===== src/rtl/sig_phase_scheduler.sv =====
// sig_phase_scheduler: highway/farm-road intersection phase sequencer.
// The farm-road car sensor and the pedestrian button compete for the
// crossing slot. Grants alternate between them when both are waiting.
// Each phase is timed by a dwell down-counter that loads dwell-1 on entry.
// Optional emergency preemption is compiled in only when the macro
// EMG_PREEMPT_EN is defined. Otherwise emg_req is ignored.
module sig_phase_scheduler #(
    parameter int unsigned HWY_MIN_GREEN = 8,
    parameter int unsigned FWY_GREEN     = 6,
    parameter int unsigned YELLOW_T      = 2,
    parameter int unsigned ALL_RED_T     = 1,
    parameter int unsigned WALK_T        = 4,
    parameter int unsigned CW            = 4
) (
    input  logic       clk,
    input  logic       rst,
    input  logic       car_req,
    input  logic       ped_req,
    input  logic       emg_req,
    output logic [1:0] hwy,
    output logic [1:0] fwy,
    output logic       walk,
    output logic [2:0] phase
);

    typedef enum logic [2:0] {
        S_HG  = 3'd0,
        S_HY  = 3'd1,
        S_AR1 = 3'd2,
        S_FG  = 3'd3,
        S_FY  = 3'd4,
        S_AR2 = 3'd5,
        S_WK  = 3'd6
    } state_t;

    localparam logic [1:0] L_GREEN  = 2'b00;
    localparam logic [1:0] L_YELLOW = 2'b01;
    localparam logic [1:0] L_RED    = 2'b10;

    localparam logic SEL_CAR = 1'b0;
    localparam logic SEL_PED = 1'b1;

    localparam logic [CW-1:0] HG_LD   = CW'(HWY_MIN_GREEN - 1);
    localparam logic [CW-1:0] FG_LD   = CW'(FWY_GREEN - 1);
    localparam logic [CW-1:0] Y_LD    = CW'(YELLOW_T - 1);
    localparam logic [CW-1:0] AR_LD   = CW'(ALL_RED_T - 1);
    localparam logic [CW-1:0] WK_LD   = CW'(WALK_T - 1);
    localparam logic [CW-1:0] T_ZERO  = CW'(0);
    localparam logic [CW-1:0] T_ONE   = CW'(1);

    state_t        state_q, state_d;
    logic [CW-1:0] timer_q, timer_d;
    logic          car_pend_q, car_pend_d;
    logic          ped_pend_q, ped_pend_d;
    logic          sel_q, sel_d;     // granted requester for the current round
    logic          rr_q, rr_d;       // requester preferred on the next tie
    logic [1:0]    hwy_q, hwy_d;
    logic [1:0]    fwy_q, fwy_d;
    logic          walk_q, walk_d;
    logic [2:0]    phase_q, phase_d;

    logic          timer_zero_s;
    logic          car_any_s;
    logic          ped_any_s;
    logic          emg_s;

`ifdef EMG_PREEMPT_EN
    assign emg_s = emg_req;
`else
    // Without preemption the input is tied off and emg_s folds to zero.
    logic unused_emg_s;
    assign unused_emg_s = emg_req;
    assign emg_s        = 1'b0;
`endif

    assign timer_zero_s = (timer_q == T_ZERO);
    assign car_any_s    = car_pend_q | car_req;
    assign ped_any_s    = ped_pend_q | ped_req;

    // Next-state, dwell timer, request latching and grant arbitration.
    always_comb begin
        state_d    = state_q;
        timer_d    = timer_zero_s ? T_ZERO : (timer_q - T_ONE);
        car_pend_d = car_pend_q | (car_req & (state_q != S_FG));
        ped_pend_d = ped_pend_q | (ped_req & (state_q != S_WK));
        sel_d      = sel_q;
        rr_d       = rr_q;
        case (state_q)
            S_HG: begin
                if (emg_s) begin
                    // Min green restarts once the emergency clears.
                    timer_d = HG_LD;
                end else if (timer_zero_s && (car_any_s || ped_any_s)) begin
                    state_d = S_HY;
                    timer_d = Y_LD;
                    if (car_any_s && ped_any_s) begin
                        sel_d = rr_q;
                    end else if (car_any_s) begin
                        sel_d = SEL_CAR;
                    end else begin
                        sel_d = SEL_PED;
                    end
                    rr_d = ~sel_d;
                end else begin
                    state_d = S_HG;
                end
            end
            S_HY: begin
                if (timer_zero_s) begin
                    state_d = S_AR1;
                    timer_d = AR_LD;
                end else begin
                    state_d = S_HY;
                end
            end
            S_AR1: begin
                if (timer_zero_s) begin
                    if (emg_s) begin
                        state_d = S_AR2;
                        timer_d = AR_LD;
                    end else if (sel_q == SEL_CAR) begin
                        state_d    = S_FG;
                        timer_d    = FG_LD;
                        car_pend_d = 1'b0;
                    end else begin
                        state_d    = S_WK;
                        timer_d    = WK_LD;
                        ped_pend_d = 1'b0;
                    end
                end else begin
                    state_d = S_AR1;
                end
            end
            S_FG: begin
                if (emg_s) begin
                    state_d = S_FY;
                    timer_d = Y_LD;
                    // A grant cut short is owed to the car again.
                    if (!timer_zero_s) begin
                        car_pend_d = 1'b1;
                    end else begin
                        car_pend_d = car_pend_q;
                    end
                end else if (timer_zero_s) begin
                    state_d = S_FY;
                    timer_d = Y_LD;
                end else begin
                    state_d = S_FG;
                end
            end
            S_FY: begin
                if (timer_zero_s) begin
                    state_d = S_AR2;
                    timer_d = AR_LD;
                end else begin
                    state_d = S_FY;
                end
            end
            S_WK: begin
                if (emg_s) begin
                    state_d = S_AR2;
                    timer_d = AR_LD;
                    if (!timer_zero_s) begin
                        ped_pend_d = 1'b1;
                    end else begin
                        ped_pend_d = ped_pend_q;
                    end
                end else if (timer_zero_s) begin
                    state_d = S_AR2;
                    timer_d = AR_LD;
                end else begin
                    state_d = S_WK;
                end
            end
            S_AR2: begin
                if (timer_zero_s) begin
                    state_d = S_HG;
                    timer_d = HG_LD;
                end else begin
                    state_d = S_AR2;
                end
            end
            default: begin
                state_d = S_HG;
                timer_d = HG_LD;
            end
        endcase
    end

    // Light decode of the next state so the outputs are registered with it.
    always_comb begin
        hwy_d   = L_RED;
        fwy_d   = L_RED;
        walk_d  = 1'b0;
        phase_d = state_d;
        case (state_d)
            S_HG:    hwy_d  = L_GREEN;
            S_HY:    hwy_d  = L_YELLOW;
            S_FG:    fwy_d  = L_GREEN;
            S_FY:    fwy_d  = L_YELLOW;
            S_WK:    walk_d = 1'b1;
            default: begin
                hwy_d = L_RED;
                fwy_d = L_RED;
            end
        endcase
    end

    // State, timer, request and output registers with synchronous reset.
    always_ff @(posedge clk) begin
        if (rst) begin
            state_q    <= S_HG;
            timer_q    <= HG_LD;
            car_pend_q <= 1'b0;
            ped_pend_q <= 1'b0;
            sel_q      <= SEL_CAR;
            rr_q       <= 1'b0;
            hwy_q      <= L_GREEN;
            fwy_q      <= L_RED;
            walk_q     <= 1'b0;
            phase_q    <= 3'd0;
        end else begin
            state_q    <= state_d;
            timer_q    <= timer_d;
            car_pend_q <= car_pend_d;
            ped_pend_q <= ped_pend_d;
            sel_q      <= sel_d;
            rr_q       <= rr_d;
            hwy_q      <= hwy_d;
            fwy_q      <= fwy_d;
            walk_q     <= walk_d;
            phase_q    <= phase_d;
        end
    end

    assign hwy   = hwy_q;
    assign fwy   = fwy_q;
    assign walk  = walk_q;
    assign phase = phase_q;

endmodule


===== config.mk =====
export PLATFORM = sky130hd
export DESIGN_NAME = sig_phase_scheduler
export DESIGN_NICKNAME = d
export VERILOG_FILES = /design/src/rtl/sig_phase_scheduler.sv
export SDC_FILE = /design/constraint.sdc
export NUM_CORES = 1
export LEC_CHECK = 0
export CAP_MARGIN = 40
export CORE_UTILIZATION = 46
export CTS_CLUSTER_DIAMETER = 120
export CTS_CLUSTER_SIZE = 10
export DETAILED_ROUTE_END_ITERATION = 8
export HOLD_SLACK_MARGIN = 0.02
export PLACE_DENSITY = 0.83
export RECOVER_POWER = 50
export SLEW_MARGIN = 5
export SYNTH_ARGS = -nofsm -noshare
export SYNTH_HDL_FRONTEND = slang
export SYNTH_SLANG_ARGS = --single-unit

===== constraint.sdc =====
create_clock -name clk -period 1.7 [get_ports clk]
set_input_delay 0.255 -clock clk [delete_from_list [all_inputs] [get_ports clk]]
set_output_delay 0.255 -clock clk [all_outputs]
set_load 0.05 [all_outputs]

**Word level (Yosys, flattened, before mapping)**

Cells that the tools add are included.

- Add/subtract/negate cells: 1
- Eq/ne operators: 12
- Muxes and demuxes: 30
- Bitwise gates (word level): 7
- Reductions and logical operators: 8

Operators by type and width:

| operator | number |
|---|---|
| $mux W4 | 6 |
| $pmux W3 S7 | 1 |
| $pmux W4 S5 | 1 |
| $eq A3 B3 Y1 const B | 5 |
| $mux W3 | 5 |
| $mux W1 | 13 |
| $eq A3 B2 Y1 const B | 3 |
| $pmux W2 S2 | 2 |
| $eq A3 B1 Y1 const B | 2 |
| $logic_not A3 Y1 | 2 |
| $logic_not A4 Y1 | 1 |
| $mux W2 | 2 |
| $or A1 B1 Y1 | 4 |
| $sub A4 B1 Y4 const B | 1 |
| $ne A3 B2 Y1 const B | 1 |
| $ne A3 B3 Y1 const B | 1 |
| $reduce_or A3 Y1 | 1 |
| $and A1 B1 Y1 | 2 |
| $logic_and A1 B1 Y1 | 2 |
| $reduce_and A2 Y1 | 1 |
| $logic_or A1 B1 Y1 | 1 |
| $not A1 Y1 | 1 |

- Bits in registers: 16
- Output and inout bits: 8
- Word-level logic and storage cells: 67

**Longest topological paths before layout**

Gate-level depths: netlist of the first run.

- Depth in word-level cells: 7
- Gate-level depth with buffers: 6
- Gate-level depth less buffers: 6

**Worst setup path after synthesis of the first run**

OpenSTA, ideal clock, no wires.

- Kind: register -> register
- Start point: register phase[1] (netlist name)
- End point: register fwy_q[1], in the netlist fwy[1]
- Setup time: 0.074 ns
- Arrival time: 1.733 ns
- Setup slack: -0.107 ns
- Cell stages (with the launch flop): 7
- Cell sequence: dfxtp_1 > buf_2 > clkbuf_1 > o21ai_0 > o221ai_1 > nor4b_4 > a31oi_2

RTL lines:

| item | line | RTL |
|---|---|---|
| end signal, assigned | 230 | `fwy_q <= fwy_d;` |
| end, declared | 58 | `logic [1:0] fwy_q, fwy_d;` |

**Worst setup path after layout of the first run**

- Start point: register walk_q, in the netlist walk
- End point: output port walk

RTL lines:

| item | line | RTL |
|---|---|---|
| start, declared | 59 | `logic walk_q, walk_d;` |
| start signal, assigned | 231 | `walk_q <= walk_d;` |
| end, declared | 22 | `output logic walk,` |

No word-level cell between the ends.

==> out/summary.log, run 1 <==
INFO  setup_path     ff2ff_path_depth=6
INFO  floorplanning  floorplan_die_area=2110squm
INFO  yosys          synthFlopType=sky130_fd_sc_hd__dfxtp_1
INFO  setup_path     setup.worst_path.class=reg -> out
INFO  pwr            power_per_cell_area=615nW/um^2
INFO  global_routing grt_pass1_vias=717
INFO  global_routing met2_usage=0.358
INFO  sta            final.setup_skew=7.90ps
INFO  setup_path     crit_path_top_delay_cell=sky130_fd_sc_hd__clkdlybuf4s50_1
INFO  setup_path     critPathArrivalTime=1400ps
INFO  setup_path     cp_max_fo=1
INFO  yosys          yosys_warnings=0
INFO  global_routing grt_overflow=0
INFO  setup_path     path_buf_inv=1
INFO  sta            worst_slew_margin_rel=0.606
INFO  cells_and_area area_growth=21.8%
INFO  cells_and_area post_route_cells_drive_above_1_share=0.284
INFO  pwr            leakage=0.000413uW
INFO  pwr            power.ir.vdd_worst=0.000491V
INFO  clock_network  cts.clk_slew.worst_paths=80ps
INFO  setup_path     worstSetupStartpointType=flop
INFO  sta            fin_crit_period=1650ps
INFO  yosys          syn_inst=94
INFO  placement      dpl_cell_area=1050squm
INFO  drt            post_drt_via_cell_ratio=5.78
INFO  yosys          synth_async_reset_ratio=0
INFO  worst_hold_path worst_hold_path_type=reg -> reg
INFO  setup_path     cp-end-kind=output port
INFO  yosys          postSynthAreaPerCell=9.45squm
INFO  yosys          synth.lib_cells_used.distinct=47
INFO  yosys          synth_edf_count=0
INFO  floorplanning  row_count=15
INFO  floorplanning  floorplan.initialDensity=0.504
INFO  clock_network  cts_setup_buffers=0
INFO  global_routing antenna_violations_before_repair=0
INFO  clock_network  holdBufCountCts=0
INFO  setup_path     path_cells=clkdlybuf4s50_1
INFO  sta            report.final.setup_viol=0
INFO  cells_and_area fin_nets=118
INFO  setup_path     path_depth=1
INFO  clock_network  cts_tree=built
INFO  setup_path     timing.critical_path.max_delay_family=buffers and inverters
INFO  global_routing global_route.usage.met3=0.0595
INFO  floorplanning  floorplan.die.height=45.9microns
INFO  clock_network  numCtsBuffers=3
INFO  global_routing global_route.peak_usage_layer=met2
INFO  yosys          synthesized_net_count=101
INFO  global_routing grt.met1_usage=0.279
INFO  setup_path     cp.required=1440ps
INFO  global_routing grt_util_all_layers=0.225
INFO  drt            routed_wl=2010microns
INFO  placement      gp_routability_congestion=0.776
INFO  yosys          synthesized_area=888squm
INFO  setup_path     rrSetupSlack=70ps
INFO  floorplanning  die_width=45.9microns
INFO  placement      place.detailed.hpwl=1400microns
INFO  clock_network  insertion_delay=290ps
INFO  worst_hold_path holdCritStartpoint=rr_q$_SDFFE_PP0P_
INFO  global_routing maximum_number_of_pins_on_one_net_before_global_route_repair=18
INFO  global_routing grt_pass1_wl=3280microns
INFO  sta            worstMarginPinSlew=593ps
INFO  clock_network  htreeDepth=1
INFO  cells_and_area antenna_cells=0
INFO  sta            final_hold_viol_count=0
INFO  setup_path     cpPeakStageDelay=790ps
INFO  run            cap_viol_max_count=0
INFO  setup_path     timing.rr.end=timer_q[0]$_SDFF_PP1_
INFO  drt            drcViolationCount=0
INFO  sta            final.period_utilization=0.971
INFO  outcome        outcome=finished clean
INFO  sta            max_freq=606MHz
INFO  placement      port-buffer-count=11
INFO  worst_hold_path min_path_cells=2
INFO  clock_network  numClockSinks=16
INFO  drt            dr_total_vias=775
INFO  worst_hold_path min_to=rr_q$_SDFFE_PP0P_
INFO  drt            final_antenna_net_count=0
INFO  setup_path     worst_r2r_startpoint=timer_q[0]$_SDFF_PP1_
INFO  sta            slew_violations=0
INFO  clock_network  clock_path_buffers=2
INFO  yosys          synth-seq-area-share=0.361
INFO  sta            totalNegativeSetupSlack=0ps
INFO  drt            firstDrtPassIters=4
INFO  drt            drt-wirelength-per-cell=15.0microns
INFO  floorplanning  floorplan.io_pins=13
INFO  yosys          ys_ff_latch=16
INFO  cells_and_area fin_area=1080squm
INFO  drt            drtIter0Drc=20
INFO  floorplanning  core_area=1760squm
INFO  setup_path     start_point_of_the_critical_path=walk$_SDFF_PP0_
INFO  clock_network  clock_tree.root_cell=sky130_fd_sc_hd__clkbuf_4
power breakdown:
group / switching [uW] / internal (uW) / total, uW / leakage [uW]
registers: 12.4 / 386 / 398 / 0.000131
logic: 31.4 / 36.1 / 67.5 / 0.000269
clock network: 118 / 82.5 / 200 / 0.0000138
tightest hold or removal path, cell delays in order, from the launching register on:
cell,delay (ps)
sky130_fd_sc_hd__dfxtp_1,330
sky130_fd_sc_hd__mux2i_1,60
sky130_fd_sc_hd__nor2_1,70
worst max-delay path by stage:
stage	end	slack, ps
global route	walk$_SDFF_PP0_	-2
detailed placement	fwy[1]$_SDFF_PP1_	-210
CTS	walk$_SDFF_PP0_	20
global placement	fwy[1]$_SDFF_PP1_	-180
finish	walk	50
floorplan	fwy[1]$_SDFF_PP1_	70
layout by cell type, fill, tap and decap left out, drive strengths merged, types with 2 or more instances in the layout:
cell type	n
dfxtp	16
nand3	3
nor3	3
o21ai	4
ha	2
or3b	2
nor2	6
clkbuf	6
o21a	2
a21oi	5
buf	9
nand2	7
nand2b	3
clkdlybuf4s50	6
o22ai	2
nor4b	2
inv	4
and3	2
Yosys cell counts (2+ instances only):
library cell / count / share of area
sky130_fd_sc_hd__buf_2: 4 / 0.023
sky130_fd_sc_hd__nor2_1: 6 / 0.025
sky130_fd_sc_hd__nand2b_1: 2 / 0.014
sky130_fd_sc_hd__nor3_1: 3 / 0.017
sky130_fd_sc_hd__ha_1: 2 / 0.028
sky130_fd_sc_hd__a21oi_1: 4 / 0.023
sky130_fd_sc_hd__o22ai_1: 2 / 0.014
sky130_fd_sc_hd__o21a_1: 2 / 0.017
sky130_fd_sc_hd__dfxtp_1: 16 / 0.36
sky130_fd_sc_hd__nand3_1: 3 / 0.017
sky130_fd_sc_hd__o21ai_0: 3 / 0.017
sky130_fd_sc_hd__clkbuf_1: 2 / 0.0085
sky130_fd_sc_hd__nand2_1: 7 / 0.030
sky130_fd_sc_hd__inv_1: 4 / 0.017
sky130_fd_sc_hd__or3b_1: 2 / 0.020
kinds of logic (layout without fill, tap and decap cells):
family,count (synthesis),in the layout,share of synthesized area
DFF,16,16,0.361
AOI/OAI and AO/OA,24,24,0.218
adders and majority gates,3,3,0.0394
xor gates and xnor gates,2,2,0.0197
buffers and inverters,10,25,0.0479
muxes,1,1,0.0113
and+or+nand+nor,38,38,0.303
through the flow:
| step | utilization | setup WS [ps] | power (uW) | hold slack (ps) | std cells |
|---|---|---|---|---|---|
| 3_3_place_gp | 0.596 | -176 | 465 | 474 | 131 |
| 3_5_place_dp | 0.596 | -211 | 469 | 487 | 131 |
| 6_report | 0.613 | 49.1 | 666 | 500 | 134 |
| 5_1_grt | 0.613 | -2.36 | 703 | 542 | 134 |
| 2_1_floorplan | - | 68.7 | 445 | 329 | 94 |
| 4_1_cts | 0.616 | 20.4 | 663 | 508 | 134 |
state kept, by name, indices dropped and copies added (netlist names):
signal      cells
timer_q         4
phase           3
fwy             2
hwy             2
car_pend_q      1
ped_pend_q      1
rr_q            1
sel_q           1
walk            1
routing by layer:
layer	wire, microns	up-vias
met2	996	23
met5	0	-
met1	895	369
li1	-	378
met3	83	5
met4	31	0
final cells by class:
| type | count | area [sq um] |
|---|---|---|
| Sequential cell | 16 | 323 |
| Multi-Input combinational cell | 68 | 551 |
| Tap cell | 25 | 31.3 |
| Fill cell | 165 | 682 |
| Timing Repair Buffer | 18 | 140 |
| Clock buffer | 3 | 22.5 |
| Inverter | 4 | 15.0 |
what timing repair did:
item	in CTS	in global routing
cloned	0	0
setup endpoints to repair	1	10
pin swaps	1	1
gates resized for setup	2	7
Power figures use the tool's default switching activity.
==> run 2: changes to the inputs <==
CAP_MARGIN = 20   (was 40)
==> results of run 2 <==
No change in the layout: final DEF, timing and power equal those of run 1.
==> run 3: changes to the inputs <==
==> constraint.sdc (replaced) <==
create_clock -name clk -period 1.7 [get_ports clk]
set_input_delay 0.34 -clock clk [delete_from_list [all_inputs] [get_ports clk]]
set_output_delay 0.34 -clock clk [all_outputs]
set_load 0.05 [all_outputs]
==> out/summary.log, run 3 (same netlist as run 1, synthesis figures left out) <==
INFO  outcome        outcome=finished clean
INFO  setup_path     cp-end-kind=flop
INFO  pwr            power.ir.vdd_worst=0.000521V [+6.1%]
INFO  pwr            seq_power_share=0.549 [-0.049]
INFO  clock_network  htreeDepth=1 [unchanged]
INFO  placement      gp_routability_congestion=0.848 [+9.3%]
INFO  clock_network  clock_path_buffers=2 [unchanged]
INFO  pwr            share_comb_of_total_power=0.101 [about the same]
INFO  drt            post_drt_via_cell_ratio=5.59 [-3.4%]
INFO  cells_and_area fin_nets=124 [+5.1%]
INFO  clock_network  numCtsBuffers=3 [unchanged]
INFO  pwr            cell_internal_pwr=557uW [+10%]
INFO  sta            slew_violations=0 [unchanged]
INFO  pwr            power.switching=167uW [+3.2%]
INFO  cells_and_area largest-register=timer_q
INFO  floorplanning  core_area=1760squm [unchanged]
INFO  floorplanning  floorplan.initialDensity=0.504 [unchanged]
INFO  sta            final.setup_skew=5.28ps [-2.61 ps]
INFO  global_routing grt_pass1_wl=3050microns [-7.2%]
INFO  cells_and_area post_route_cells_drive_above_1_share=0.345 [+0.0604]
INFO  cells_and_area area_growth=32.8%
INFO  sta            final_hold_viol_count=0 [unchanged]
INFO  global_routing grt_pass1_vias=715 [-0.28%]
INFO  floorplanning  floorplan.io_pins=13 [unchanged]
INFO  clock_network  cts_tree=built
INFO  sta            setup_repair_after_global_routing_missed_its_margin=true
INFO  setup_path     cp_max_fo=5 [+4]
INFO  setup_path     setup.worst_path.class=reg -> reg
INFO  placement      place.detailed.hpwl=1420microns [+2.1%]
INFO  clock_network  cts.clk_slew.worst_paths=90ps [about the same]
INFO  clock_network  insertion_delay=290ps [about the same]
INFO  placement      port-buffer-count=11 [unchanged]
INFO  placement      placement.setup.worst_slack=-308ps [-97.0 ps]
INFO  setup_path     cp.required=1890ps [+450 ps]
INFO  pwr            clkPwrFrac=0.350 [+0.049]
INFO  pwr            leakage=0.000472uW [+14%]
INFO  drt            routed_wl=1940microns [-3.3%]
INFO  global_routing maximum_number_of_pins_on_one_net_before_global_route_repair=18 [unchanged]
INFO  sta            fin_hold_ws=492ps [-8.10 ps]
INFO  setup_path     critPathArrivalTime=1830ps [+430 ps]
INFO  pwr            power_per_cell_area=614nW/um^2 [-0.31%]
INFO  cells_and_area max_reg_flops=4 [unchanged]
INFO  sta            final.period_utilization=0.967 [-0.00429]
INFO  placement      numPlacedInstances=135 [+3.1%]
INFO  global_routing antenna_violations_before_repair=0 [unchanged]
INFO  clock_network  clock_tree.root_cell=sky130_fd_sc_hd__clkbuf_4
INFO  run            cap_viol_max_count=0 [unchanged]
INFO  setup_path     worstSetupStartpointType=flop
INFO  cells_and_area final_cell_mix=13 x sky130_fd_sc_hd__dfxtp_1, 13 x sky130_fd_sc_hd__buf_4, 7 x sky130_fd_sc_hd__nand2_1
INFO  floorplanning  die_width=45.9microns [unchanged]
INFO  drt            drcViolationCount=0 [unchanged]
INFO  drt            firstDrtPassIters=4 [unchanged]
INFO  clock_network  numClockSinks=16 [unchanged]
INFO  floorplanning  floorplan.die.height=45.9microns [unchanged]
INFO  sta            worstMarginPinSlew=602ps [+9.15 ps]
INFO  floorplanning  row_count=15 [unchanged]
INFO  cells_and_area instances_no_fill=141 [+5.2%]
INFO  sta            totalNegativeSetupSlack=0ps [unchanged]
INFO  floorplanning  floorplan_die_area=2110squm [unchanged]
INFO  drt            drtIter0Drc=20 [unchanged]
INFO  drt            drt-wirelength-per-cell=13.8microns [-8.1%]
INFO  sta            worst_slew_margin_rel=0.600 [-0.00607]
INFO  drt            final_antenna_net_count=0 [unchanged]
INFO  sta            fin_crit_period=1640ps [-7.29 ps]
INFO  clock_network  holdBufCountCts=0 [unchanged]
INFO  global_routing grt_overflow=0 [unchanged]
INFO  sta            max_freq=608MHz [+0.44%]
INFO  global_routing grt_util_all_layers=0.208 [-0.0169]
INFO  cells_and_area antenna_cells=0 [unchanged]
INFO  worst_hold_path worst_hold_path_type=in -> reg
INFO  sta            final.setup.worst_slack=56.4ps [+7.29 ps]
INFO  pwr            power.share.switching=0.230 [-0.0122]
INFO  drt            dr_total_vias=788 [+1.7%]
INFO  sta            report.final.setup_viol=0 [unchanged]
==> run 3: cell types whose count changed in the layout (fill, tap and decap cells not counted), sizes merged <==
| cell | previous run | this run |
|---|---|---|
| dlymetal6s2s | 0 | 2 |
| buf | 9 | 16 |
| clkbuf | 6 | 9 |
| clkdlybuf4s50 | 6 | 1 |
==> run 3: metal layers <==
layer  vias up  GRT usage  wire length (microns)
met1       364      0.272                    849
met4         0     0.0706                     36
li1        394          -                      -
met3         7     0.0595                    102
met2        23      0.324                    952
met5         -          0                      0
==> run 3: through the flow <==
| step | cell area (sq um) | util | total power (uW) |
|---|---|---|---|
| finish | 1180 | 0.669 | 724 |
| global route | 1180 | 0.669 | 760 |
| CTS | 1170 | 0.665 | 729 |
| detailed placement | 1110 | 0.627 | 473 |
| global placement | 1110 | 0.627 | 470 |
| floorplan | 892 | - | 445 |
==> run 3: final timing paths <==
| kind | startpoint | endpoint | slack (ps) | cells past startpoint |
|---|---|---|---|---|
| worst max-delay path | timer_q[1]$_SDFF_PP1_ | timer_q[0]$_SDFF_PP1_ | 60 | 7 |
| worst min-delay path | car_req | car_pend_q$_SDFF_PP0_ | 490 | 4 |
| worst max register to register | timer_q[1]$_SDFF_PP1_ | timer_q[0]$_SDFF_PP1_ | 60 | 7 |
| worst min register to register | rr_q$_SDFFE_PP0P_ | rr_q$_SDFFE_PP0P_ | 500 | 2 |
==> run 3: what timing repair did <==
action	4_1_cts	5_1_grt
setup buffers	2	0
pin swaps	0	6
resized for setup	3	8
setup endpoints to repair	1	6
==> run 3: power by group through the flow <==
stage | Combinational [uW] | Clock, uW | Sequential [uW]
3_3_place_gp | 66.4 | 0 | 404
2_1_floorplan | 44.4 | 0 | 401
6_report | 72.8 | 254 | 397
4_1_cts | 70.2 | 263 | 396
3_5_place_dp | 68.8 | 0 | 405
5_1_grt | 80.2 | 281 | 399
==> run 3: critical path, cell delays in order, from the launching register on <==
cell and delay, ps:
sky130_fd_sc_hd__dfxtp_2 330, sky130_fd_sc_hd__inv_2 70, sky130_fd_sc_hd__ha_4 150, sky130_fd_sc_hd__nor3b_4 300, sky130_fd_sc_hd__buf_4 180, sky130_fd_sc_hd__o211a_1 130, sky130_fd_sc_hd__a221oi_1 40, sky130_fd_sc_hd__or3_1 340
==> run 3: area by class of cell <==
| class | instances | area [sq um] |
|---|---|---|
| Sequential cell | 16 | 324 |
| Timing Repair Buffer | 24 | 211 |
| Inverter | 4 | 15.0 |
| Multi-Input combinational cell | 68 | 562 |
| Fill cell | 149 | 584 |
| Clock buffer | 4 | 36.3 |
| Tap cell | 25 | 31.3 |
